===== src/rtl/ffe_coef_ctrl.sv =====
// FFE coefficient controller: host shadow bank, strobe-aligned swap into the active bank, flush wait.
// Define FFE_COEF_LMS_EN to enable saturating LMS updates of the active bank while idle.
module ffe_coef_ctrl #(
   parameter int COEF_BW   = 9,
   parameter int N_COEF    = 7,
   parameter int ADDR_BW   = 3,
   parameter int DELTA_BW  = 5,
   parameter int MAIN_TAP  = 3,
   parameter int MAIN_VAL  = 128,
   parameter int FLUSH_LEN = 8
) (
   input  logic                        i_clk,
   input  logic                        i_rst,
   input  logic                        i_en,
   input  logic                        i_wr_valid,
   input  logic [ADDR_BW-1:0]          i_wr_addr,
   input  logic [COEF_BW-1:0]          i_wr_data,
   output logic                        o_wr_ready,
   output logic                        o_wr_err,
   input  logic                        i_commit,
   output logic                        o_busy,
   output logic                        o_done,
   input  logic                        i_adapt,
   input  logic                        i_upd_valid,
   input  logic [DELTA_BW*N_COEF-1:0]  i_upd_delta,
   output logic [COEF_BW*N_COEF-1:0]   o_coefs
);

   typedef enum logic [1:0] {IDLE, WAIT_EN, FLUSH} state_t;

   localparam logic [COEF_BW-1:0] RST_MAIN = COEF_BW'(MAIN_VAL);

   state_t             state;
   logic [7:0]         flush_cnt;
   logic [COEF_BW-1:0] shadow [N_COEF];
   logic [COEF_BW-1:0] active [N_COEF];
   logic               wr_acc;
   logic               addr_ok;

   assign wr_acc  = i_wr_valid & o_wr_ready;
   assign addr_ok = {{(32-ADDR_BW){1'b0}}, i_wr_addr} < 32'(N_COEF);

`ifdef FFE_COEF_LMS_EN
   // Add in COEF_BW+1 bits; a disagreement between the top two bits means overflow.
   function automatic logic [COEF_BW-1:0] sat_add(input logic [COEF_BW-1:0] c,
                                                  input logic [DELTA_BW-1:0] d);
      logic [COEF_BW:0] s;
      s = {c[COEF_BW-1], c} + {{(COEF_BW+1-DELTA_BW){d[DELTA_BW-1]}}, d};
      if (s[COEF_BW] != s[COEF_BW-1])
         sat_add = s[COEF_BW] ? {1'b1, {(COEF_BW-1){1'b0}}} : {1'b0, {(COEF_BW-1){1'b1}}};
      else
         sat_add = s[COEF_BW-1:0];
   endfunction
`else
   logic unused_lms;
   assign unused_lms = ^{i_adapt, i_upd_valid, i_upd_delta};
`endif

   always_ff @(posedge i_clk) begin
      if (i_rst) begin
         state      <= IDLE;
         flush_cnt  <= '0;
         o_wr_ready <= 1'b1;
         o_wr_err   <= 1'b0;
         o_busy     <= 1'b0;
         o_done     <= 1'b0;
         for (int unsigned k = 0; k < N_COEF; k++) begin
            shadow[k] <= (k == MAIN_TAP) ? RST_MAIN : '0;
            active[k] <= (k == MAIN_TAP) ? RST_MAIN : '0;
         end
      end else begin
         o_done   <= 1'b0;
         o_wr_err <= wr_acc & ~addr_ok;
         if (wr_acc && addr_ok) begin
            for (int unsigned k = 0; k < N_COEF; k++)
               if (ADDR_BW'(k) == i_wr_addr) shadow[k] <= i_wr_data;
         end
         case (state)
            IDLE: begin
`ifdef FFE_COEF_LMS_EN
               if (i_adapt && i_upd_valid) begin
                  for (int unsigned k = 0; k < N_COEF; k++)
                     active[k] <= sat_add(active[k], i_upd_delta[k*DELTA_BW +: DELTA_BW]);
               end
`endif
               if (i_commit) begin
                  state      <= WAIT_EN;
                  o_wr_ready <= 1'b0;
                  o_busy     <= 1'b1;
               end
            end
            WAIT_EN: begin
               // Swap only on a strobe so the filter sees a whole tap set.
               if (i_en) begin
                  for (int unsigned k = 0; k < N_COEF; k++) active[k] <= shadow[k];
                  flush_cnt <= 8'(FLUSH_LEN);
                  state     <= FLUSH;
               end
            end
            FLUSH: begin
               if (i_en) begin
                  if (flush_cnt == 8'd1) begin
                     flush_cnt  <= '0;
                     o_done     <= 1'b1;
                     o_busy     <= 1'b0;
                     o_wr_ready <= 1'b1;
                     state      <= IDLE;
                  end else begin
                     flush_cnt <= flush_cnt - 8'd1;
                  end
               end
            end
            default: state <= IDLE;
         endcase
      end
   end

   always_comb begin
      o_coefs = '0;
      for (int unsigned k = 0; k < N_COEF; k++)
         o_coefs[k*COEF_BW +: COEF_BW] = active[k];
   end

endmodule


===== config.mk =====
export PLATFORM = sky130hd
export DESIGN_NAME = ffe_coef_ctrl
export DESIGN_NICKNAME = d
export VERILOG_FILES = /design/src/rtl/ffe_coef_ctrl.sv
export SDC_FILE = /design/constraint.sdc
export NUM_CORES = 1
export LEC_CHECK = 0
export BUFFER_PORTS_ARGS = -buffer_cell sky130_fd_sc_hd__buf_2
export CAP_MARGIN = 20
export CORE_UTILIZATION = 53
export DETAILED_ROUTE_END_ITERATION = 8
export HOLD_SLACK_MARGIN = 0.12
export PLACE_DENSITY = 0.81
export SLEW_MARGIN = 20
export SYNTH_ARGS = -nofsm -noshare
export SYNTH_HDL_FRONTEND = slang
export SYNTH_SLANG_ARGS = --single-unit

===== constraint.sdc =====
create_clock -name i_clk -period 3.4 [get_ports i_clk]
set_input_delay 0.34 -clock i_clk [delete_from_list [all_inputs] [get_ports i_clk]]
set_output_delay 0.34 -clock i_clk [all_outputs]
set_load 0.02 [all_outputs]

# --- Word-level counts from Yosys, hierarchy flattened ---
# Memory sizes are Yosys's and may differ from the RTL's.
# Cells that the tools add are included.
totals:
  regBits: 14
  latch_bits: 0
  mem_bits_rw: 126
  rom_bits: 0
  memories: 2
classes:
  add_sub_neg: 1
  multipliers: 0
  div_mod_pow: 0
  order_cmp: 1
  eq_ne: 13
  n_shift: 0
  n_mux: 66
  bitwise: 19
  reduce_logical: 9
memory_table:
  columns: ["name", "words", "word_bits", "read_ports", "rd_ports_with_merged_regs", "write_ports", "line", "source"]
  rows:
  - ["active", 7, 9, 7, 0, 7, "36", "logic [COEF_BW-1:0] active [N_COEF];"]
  - ["shadow", 7, 9, 7, 0, 7, "35", "logic [COEF_BW-1:0] shadow [N_COEF];"]
op_table:
  columns: ["op", "count"]
  rows:
  - ["$mux W9", 14]
  - ["$mux W1", 41]
  - ["$mux W8", 3]
  - ["$pmux W8 S2", 1]
  - ["$or A1 B1 Y1", 14]
  - ["$eq A3 B3 Y1 const A", 3]
  - ["$eq A8 B1 Y1 const B", 1]
  - ["$mux W2", 4]
  - ["$ne A2 B2 Y1 const B", 4]
  - ["$reduce_and A4 Y1", 2]
  - ["$sub A8 B1 Y8 const B", 1]
  - ["$eq A2 B3 Y1 const A", 2]
  - ["$pmux W2 S3", 1]
  - ["$pmux W1 S2", 2]
  - ["$reduce_bool A2 Y1", 2]
  - ["$eq A1 B3 Y1 const A", 1]
  - ["$logic_not A3 Y1", 1]
  - ["$lt A3 B3 Y1 const B", 1]
  - ["$not A1 Y1", 3]
  - ["$reduce_and A3 Y1", 1]
  - ["$reduce_or A3 Y1", 1]
  - ["$and A1 B1 Y1", 2]
  - ["$eq A2 B1 Y1 const B", 1]
  - ["$eq A2 B2 Y1 const B", 1]
  - ["2 further kinds", 2]

# --- Depth between registers and ports, before layout ---
# Gate-level depths: netlist of run 1.
depth:
  word_depth: 6
  mapped_depth: 6
  ltp_nobuf: 6

# --- Least setup slack after synthesis of run 1 ---
# OpenSTA, ideal clock, no wires.
synth_path:
  kind: "input -> register"
  startpoint: "in i_rst"
  endpoint: "mem active[0][0], enable pin"
  setup_time_ns: 0.431
  t_arrival_ns: 2.426
  t_required_ns: 2.969
  path_slack_ns: 0.543
  path_stages: 3
  n_path_buf: 2
  cell_sequence: "clkbuf_1 > clkbuf_1 > nand2b_1"
synth_rtl:
  columns: ["element", "line", "source"]
  rows:
  - ["start: declaration", "13", "input logic i_rst,"]
  - ["end: declaration", "36", null]

==> run summary, run 1 <==
outcome: finished, final reports clean
Peak Freq: 0.512 GHz
postcts setup bufs: 0
HP Start: i_wr_valid
hold path cells: 3
Clock Power Share: 43.2%
WS Path Type: in -> reg
starting DRC count in detailed routing: 145
CTS tree: done
Arrival @ worst endpoint: 2110 ps
DP Area: 5850 µm²
CP endpoint kind: register
die area: 10400 µm²
period utilization: 57.5%
clk buf depth: 2
Reg power frac: 49.5%
Comb pwr share: 7.3%
gr ovfl total: 0
worst hold path endpoint: o_wr_err
Wirelength per Cell: 15.9 µm
Chip Width: 102 µm
Hold Vio Cnt, Final: 0
nets@finish: 516
P_leak: 2.54 nW
die extent in y: 102 µm
via count: 3045
Unique masters post-synth: 31
Core Area: 9730 µm²
Max VDD drop: 375 µV
fraction of registers with async set/reset: 0%
Total Routing Usage GR: 20.0%
maxcap violations: 0
number of CTS-inserted buffers: 17
Required @ worst endpoint: 3560 ps
Worst Hold Class: in -> reg
Netlist Area Pre-Place: 5290 µm²
DRT antenna net count: 0
dpl ws: 1300 ps
Sw Ratio: 21.9%
DR pass1 iterations: 4
Clock Tree Root: clkbuf_8
CP max FO: 10
first-pass GRT wire length: 14700 µm
post-synth top area share: 71.6%
detailed-route wire length: 9620 µm
vias in the first global route: 2960
Port-buffer cells: 83
Critical Path Source Type: input port
WHS: 204 ps
Worst R2R End: shadow[3][6]
Cells after DPL: 571
largest net degree at the start of global routing: 54
Reg clk slew, reported paths: 60 ps
final slew viol count: 0
Final Instance Area: 6450 µm²
top_reg_cell synth: edfxtp_1
RSZ-0062 raised after global routing: false
P_sw: 892 µW
area grow syn2layout: 22.0%
vias per cell: 5.03
clk_lat worst skew: 510 ps
setup TNS: 0 ps
share of cells above drive strength 1: 27.3%
Slew Limit Headroom: 37.9%
Finished Layout Cells: 605
H-Tree Depth: 4
Ant. Diodes: 0
shortest period the worst path allows: 1950 ps
R2R depth: 4
setup slack after layout: 1450 ps
std cell rows: 36
DRC errors left: 0
Sink Count: 140
r2r startpoint: o_wr_ready
Layout Skew: 3.80 ps
dpl hpwl: 6140 µm
Gate Count Post-Synth: 364
FF-to-FF setup slack: 1490 ps
Pint: 3.17 mW
Post-synth EDFFs: 126
num ports: 121
initial antenna violation count: 0
Slew @ Worst Pin: 930 ps
syn_nets: 420
Setup-failing EPs final: 0
largest cells by area after synthesis: edfxtp_1 72%, and2_1 6.3%, dfxtp_1 5.3%
power density cells: 631 nW/µm²
sequential element share of the synthesized area: 76.9%
Synth area leader: edfxtp_1
Final GP Congestion: 0.850
starting density of the core: 54.3%
flops & latches, synth: 140
Synth warnings: 0
Syn Area/Cell: 14.5 µm²
[critical path, cell delays in order]
cell and delay, ps:
dlygate4sd3_1 560, buf_2 160, nor2b_1 170, nand4_1 380, nand2b_1 500
[cell families (layout without fill, tap and decap cells)]
family | count (synthesis) | after routing | synth area share (%)
adder cells (fa/ha/maj) | 2 | 2 | 0.473
AND/OR/NAND/NOR | 180 | 180 | 18.4
flip-flops | 140 | 140 | 76.9
buffers and inverters | 24 | 132 | 1.70
XOR/XNOR | 7 | 7 | 1.16
AO/OA/AOI/OAI | 11 | 11 | 1.42
[cells in the final DEF, fill, tap and decap left out, types with 3 or more instances in the layout]
master         netlist  final
a21oi_1              4      4
nand3b_1             3      3
inv_2                9      9
buf_2                0     83
clkbuf_16            0     16
or3_1                5      5
inv_1                3      3
and2_1              53     53
nand3_1              3      3
nand2_1              6      6
clkinv_1             0      3
dfxtp_1             14     14
bufinv_16            0      3
nand2b_1            18     17
clkinvlp_4           0      4
nor2_1              65     64
buf_4                0      3
nor2b_1             11     11
xnor2_1              7      7
edfxtp_1           126    126
nor3_1               5      5
dlygate4sd3_1        0      3
[repair_timing]
| item | 4_1_cts | 5_1_grt |
|---|---|---|
| endpoints found under the setup margin | 0 | 0 |
| hold endpoints to repair | 2 | 0 |
| hold buffers | 3 | 0 |
| resized for setup | 0 | 0 |
[power by group through the flow]
stage          logic [mW]  registers (mW)  clock network, mW
5_1_grt             0.320            2.02               1.85
2_1_floorplan       0.130            2.11                  0
6_report            0.296            2.01               1.76
3_3_place_gp        0.281            2.04                  0
3_5_place_dp        0.292            2.05                  0
4_1_cts             0.296            2.01               1.79
[metrics by stage]
stage / power (mW) / util, %
after floorplan: 2.24 / -
after global placement: 2.33 / 60.1
after detailed placement: 2.34 / 60.1
after CTS: 4.09 / 66.3
after global routing: 4.20 / 66.3
final: 4.07 / 66.3
[layout make-up]
type / instances / area [µm²]
clock inverters: 13 / 150
well taps: 133 / 166
inverters: 12 / 45.0
repair buffers: 89 / 468
multi-input cells: 200 / 1140
fillers: 715 / 3280
clock buffers: 18 / 418
flip-flops and latches: 140 / 4060
[per-layer routing]
metal	vias to the layer above	global-route usage (%)	share of wire, %
met1	1481	24.1	41
met3	11	5.95	6.1
li1	1455	-	-
met5	-	0	0
met2	98	34.1	52
met4	0	7.91	0.89
[state kept, by name (all words and copies together) (netlist names)]
register and flops:
o_busy 1, o_done 1, shadow 63, o_wr_err 1
flush_cnt 8, o_wr_ready 1, state 2, active 63
[synth_stat cells (all sizes together), types with 3 or more instances]
| cell type | instances |
|---|---|
| nor2b | 11 |
| and2 | 53 |
| edfxtp | 126 |
| xnor2 | 7 |
| nand3b | 3 |
| inv | 12 |
| clkbuf | 12 |
| nor3 | 6 |
| nand2b | 18 |
| dfxtp | 14 |
| a21oi | 5 |
| nand3 | 3 |
| nor2 | 65 |
| nand2 | 6 |
| or3 | 5 |
[worst max path at each step]
stage / end / slack, ps / start / depth (start not counted)
5_1_grt: shadow[5][7] / 1310 / i_wr_addr[0] / 5
2_1_floorplan: active[0][0] / 540 / i_rst / 3
6_report: shadow[5][3] / 1450 / i_wr_addr[0] / 5
4_1_cts: shadow[5][7] / 1500 / i_wr_addr[0] / 5
3_3_place_gp: active[1][2] / 1350 / i_rst / 3
3_5_place_dp: active[1][2] / 1300 / i_rst / 3
Note: power is estimated with default switching activity, not from simulation.
==> inputs of run 2 (changes only) <==
CORE_UTILIZATION = 48   (was 53)
PLACE_DENSITY = 0.77   (was 0.81)
clock period = 1.75 ns   (was 3.4 ns; I/O delays follow)
==> run 2 against run 1 <==
Effect of this change:
- the flow now finishes with violations (negative setup slack)
- clock skew is 3.6 ps higher
- sequential share of layout area fell by 2.8 points
- worst hold slack worse by 36 ps
- die area rose by 10%
- via count up 2.0%
- global-route usage fell by 1.6 points
- critical path depth shrank 1
- highest routed layer unchanged
- routed wire length is 1.2% higher
==> run summary, run 2 (same netlist as run 1, synthesis figures left out) <==
outcome: finished with violations
failing checks: negative setup slack
top flop regs: active x63, shadow x63, flush_cnt x8
number of CTS-inserted buffers: 17
CP cell instances: or4_4 > or4b_4 > a21oi_2 > nor3_1
Crit path largest cell delay: 570 ps
commonest cells after routing, fill and taps aside: 126 x edfxtp_1, 82 x buf_2, 64 x nor2_1, 53 x and2_1
die extent in y: 107 µm
Clock Tree Root: clkbuf_8
Slew Limit Headroom: 61.9%
Reg power frac: 45.5%
area grow syn2layout: 27.7%
P_sw: 1.88 mW
Layout Skew: 7.39 ps
Sw Ratio: 21.9%
starting density of the core: 50.3%
top cell family by delay on the critical path: simple AND/OR/NAND/NOR gates
Pint: 6.70 mW
P_leak: 2.71 nW
Arrival @ worst endpoint: 2140 ps
commonest non-fill, non-tap cell in the layout: edfxtp_1
DP Area: 5970 µm²
first-pass GRT wire length: 14900 µm
vias in the first global route: 2952
clk_lat worst skew: 520 ps
Final GP Congestion: 0.775
clk buf depth: 2
detailed-route wire length: 9740 µm
period utilization: 100%
CTS tree: done
Finished Layout Cells: 627
vias per cell: 4.95
Comb pwr share: 7.3%
num ports: 121
critical path's slowest cell: or4b_4
Max VDD drop: 638 µV
H-Tree Depth: 4
Reg clk slew, reported paths: 70 ps
die area: 11400 µm²
initial antenna violation count: 0
std cell rows: 37
maxcap violations: 0
dpl ws: -16.3 ps
Setup-failing EPs final: 1
CP endpoint kind: register
via count: 3105
Sink Count: 140
final slew viol count: 0
Core Area: 10500 µm²
Ant. Diodes: 0
Clock Power Share: 47.1%
RSZ-0062 raised after global routing: true
Slew @ Worst Pin: 572 ps
DRC errors left: 0
Wirelength per Cell: 15.5 µm
largest net degree at the start of global routing: 34
Hold Vio Cnt, Final: 0
Final Instance Area: 6750 µm²
nets@finish: 534
Total Routing Usage GR: 18.4%
WS Path Type: reg -> reg
starting DRC count in detailed routing: 155
DRT antenna net count: 0
Required @ worst endpoint: 2140 ps
Worst Hold Class: in -> reg
Port-buffer cells: 83
dpl hpwl: 6110 µm
CP max FO: 3
setup slack after layout: -3.43 ps
Peak Freq: 0.570 GHz
share of cells above drive strength 1: 30.5%
power density cells: 1270 nW/µm²
Chip Width: 107 µm
shortest period the worst path allows: 1750 ps
CP Buf/Inv Count: 0
Critical Path Source Type: register
final core occ: 64.3%
Cells after DPL: 585
DR pass1 iterations: 5
gr ovfl total: 0
run 2: changes by cell type in the layout (fill, tap and decap cells not counted), moves of 2 or more:
cell           delta
clkinv_1          -3
bufinv_16         +3
buf_4            +10
inv_6             +4
clkinvlp_4        -3
dlygate4sd3_1     +5
buf_12            +2
run 2: final timing paths:
path                                    from           end  slack, ps  cells past startpoint
worst max-delay path            flush_cnt[2]  flush_cnt[3]         -3                      4
worst min register to register  shadow[3][2]  active[3][2]        520                      1
worst min-delay path            i_wr_data[4]  shadow[6][4]        170                      3
worst max register to register  flush_cnt[2]  flush_cnt[3]         -3                      4
run 2: cell type report:
type                       instances  area (µm²)
tap                              136         170
sequential                       140        4060
fill                             746        3760
timing repair buffer             107         648
inverter                          12        45.0
clock inverter                    15         256
multi-input combinational        200        1150
clock buffer                      17         414
run 2: what timing repair did:
action	in CTS	in global routing
resized for setup	1	5
pin swaps	2	1
setup buffers	1	0
hold endpoints to repair	9	0
hold buffers	9	0
cloned	0	0
endpoints found under the setup margin	8	16
run 2: worst min-delay path: stages:
cell      delay, ps
buf_2            70
nand2b_1        220
inv_2            90
run 2: routing by layer:
metal	part of all wire (%)	vias up	routed length, µm	track usage [%]
met3	5.6	13	550	5.29
met1	43	1485	4180	23.0
met5	0	-	0	0
met2	50	113	4850	29.8
met4	1.6	0	153	8.32
li1	-	1494	-	-
run 2: power by group through the flow:
stage                     sequential [mW]  combinational, mW  clock (mW)
after floorplan                      4.09              0.255           0
after global placement               3.97              0.585           0
after detailed placement             3.97              0.601           0
after CTS                            3.90              0.629        4.08
after global routing                 3.92              0.677        4.21
final                                3.90              0.629        4.04
run 2: per-stage QoR:
step / hold WS [ps] / setup TNS [ps] / total power, mW
after floorplan: 293 / 0 / 4.34
after global routing: 173 / -51.7 / 8.81
after CTS: 145 / -25.1 / 8.61
after global placement: 455 / -4.00 / 4.55
after detailed placement: 469 / -86.5 / 4.57
final: 168 / -3.43 / 8.57
==> inputs of run 3 (changes only) <==
CORE_ASPECT_RATIO = 2   (was unset)
CTS_CLUSTER_DIAMETER = 50   (was unset)
==> run 3 against run 2 <==
Effect of this change:
- the flow still finishes with violations (negative setup slack)
- non-clock buffer count down 3
- die area increased by 0.22%
- routed wire length decreased by 0.92%
- clock-buffer cell count up 9
- flip-flop and latch count did not move
- via count shrank 2.2%
- combinational power down 1%
- clock power down 14%
- sequential share of layout area is 1.1 points higher
- maximum frequency is 0.92% lower
- register-to-register slack got worse by 20 ps
- highest routed layer unchanged
==> run summary, run 3 (same netlist as run 1, synthesis figures left out) <==
area grow syn2layout: 25.4%
Worst Hold Class: in -> reg
Slew @ Worst Pin: 794 ps
starting DRC count in detailed routing: 125
dpl hpwl: 6700 µm
vias in the first global route: 2942
CTS tree: done
die extent in y: 150 µm
period utilization: 101%
Final GP Congestion: 0.771
Chip Width: 76.2 µm
DRT antenna net count: 0
shortest period the worst path allows: 1770 ps
commonest cells after routing, fill and taps aside: 126 x edfxtp_1, 83 x buf_2, 64 x nor2_1, 53 x and2_1
Required @ worst endpoint: 2050 ps
filler instances: 795
clk buf depth: 2
vias per cell: 4.86
top flop regs: active x63, shadow x63, flush_cnt x8
Arrival @ worst endpoint: 2070 ps
Core Area: 10600 µm²
area occupied by multi-input gates: 1150 µm²
Slew Limit Headroom: 47.0%
Clock Tree Root: clkbuf_16
Setup-failing EPs final: 2
final slew viol count: 0
starting density of the core: 49.8%
initial antenna violation count: 0
Sink Count: 140
DRC errors left: 0
Layout Skew: 7.35 ps
RSZ-0062 raised after global routing: true
num ports: 121
Wirelength per Cell: 15.4 µm
power density cells: 1210 nW/µm²
commonest non-fill, non-tap cell in the layout: edfxtp_1
DR pass1 iterations: 4
maxcap violations: 0
Port-buffer cells: 83
std cell rows: 53
setup slack after layout: -19.7 ps
gr ovfl total: 0
clk_lat worst skew: 410 ps
Reg clk slew, reported paths: 50 ps
Total Routing Usage GR: 17.9%
die area: 11500 µm²
Ant. Diodes: 0
H-Tree Depth: 4
nets@finish: 531
largest net degree at the start of global routing: 54
via count: 3038
Hold Vio Cnt, Final: 0
final core occ: 62.5%
CP max FO: 4
FF-to-FF setup slack: -20 ps
number of CTS-inserted buffers: 17
Critical Path Source Type: register
failing checks: negative setup slack
CP endpoint kind: register
first-pass GRT wire length: 14900 µm
outcome: finished with violations
dpl ws: -65.2 ps
WS Path Type: reg -> reg
Peak Freq: 0.565 GHz
storage element area: 4070 µm²
Max VDD drop: 839 µV
share of cells above drive strength 1: 29.5%
P_leak: 2.63 nW
detailed-route wire length: 9650 µm
## run 3: per-stage QoR
| step | total power, mW | cells | TNS [ps] | hold WS, ps | cell area (µm²) |
|---|---|---|---|---|---|
| 6_report | 8.01 | 625 | -21.4 | 151 | 6630 |
| 2_1_floorplan | 4.34 | 364 | 0 | 293 | 5290 |
| 3_5_place_dp | 4.58 | 588 | -366 | 451 | 5980 |
| 3_3_place_gp | 4.55 | 588 | 0 | 445 | 5980 |
| 4_1_cts | 8.04 | 625 | -26.6 | 144 | 6620 |
| 5_1_grt | 8.26 | 625 | -74.1 | 164 | 6630 |
## run 3: timing repair
item	in CTS	in global routing
buffers inserted	0	0
endpoints found under the hold margin	2	0
endpoints found under the setup margin	8	10
pin swaps	2	3
hold buffers	5	0
resized for setup	1	2
## run 3: worst paths after layout
check / from / endpoint / depth (start not counted)
setup / recovery: flush_cnt[2] / flush_cnt[3] / 4
setup reg to reg: flush_cnt[2] / flush_cnt[3] / 4
hold reg to reg: o_busy / o_busy / 2
hold / removal: i_commit / o_wr_ready / 4
## run 3: metal layers
| layer | vias to the layer above | part of all wire [%] | global-route usage (%) | routed length (µm) |
|---|---|---|---|---|
| li1 | 1481 | - | - | - |
| met1 | 1423 | 36 | 17.4 | 3440 |
| met2 | 109 | 56 | 33.8 | 5420 |
| met3 | 25 | 4.9 | 5.33 | 475 |
| met4 | 0 | 3.2 | 8.94 | 308 |
| met5 | - | 0 | 0 | 0 |
## run 3: power breakdown
group	total [mW]	internal, mW	switching, mW
Combinational	0.623	0.216	0.407
Clock	3.48	2.24	1.24
Sequential	3.91	3.84	0.0668
## run 3: worst max-delay path, stage by stage (launching register included)
cell and delay [ps]:
dfxtp_2 320, or4_4 580, or4b_4 580, a21oi_2 130, nor3_1 50
## run 3: final cells by class
| type | instances | share of cell area [%] |
|---|---|---|
| sequential | 140 | 61.3 |
| timing repair buffer | 104 | 9.21 |
| multi-input combinational | 200 | 17.4 |
| clock buffer | 26 | 7.53 |
| tap | 137 | 2.59 |
| inverter | 12 | 0.680 |
| clock inverter | 6 | 1.28 |
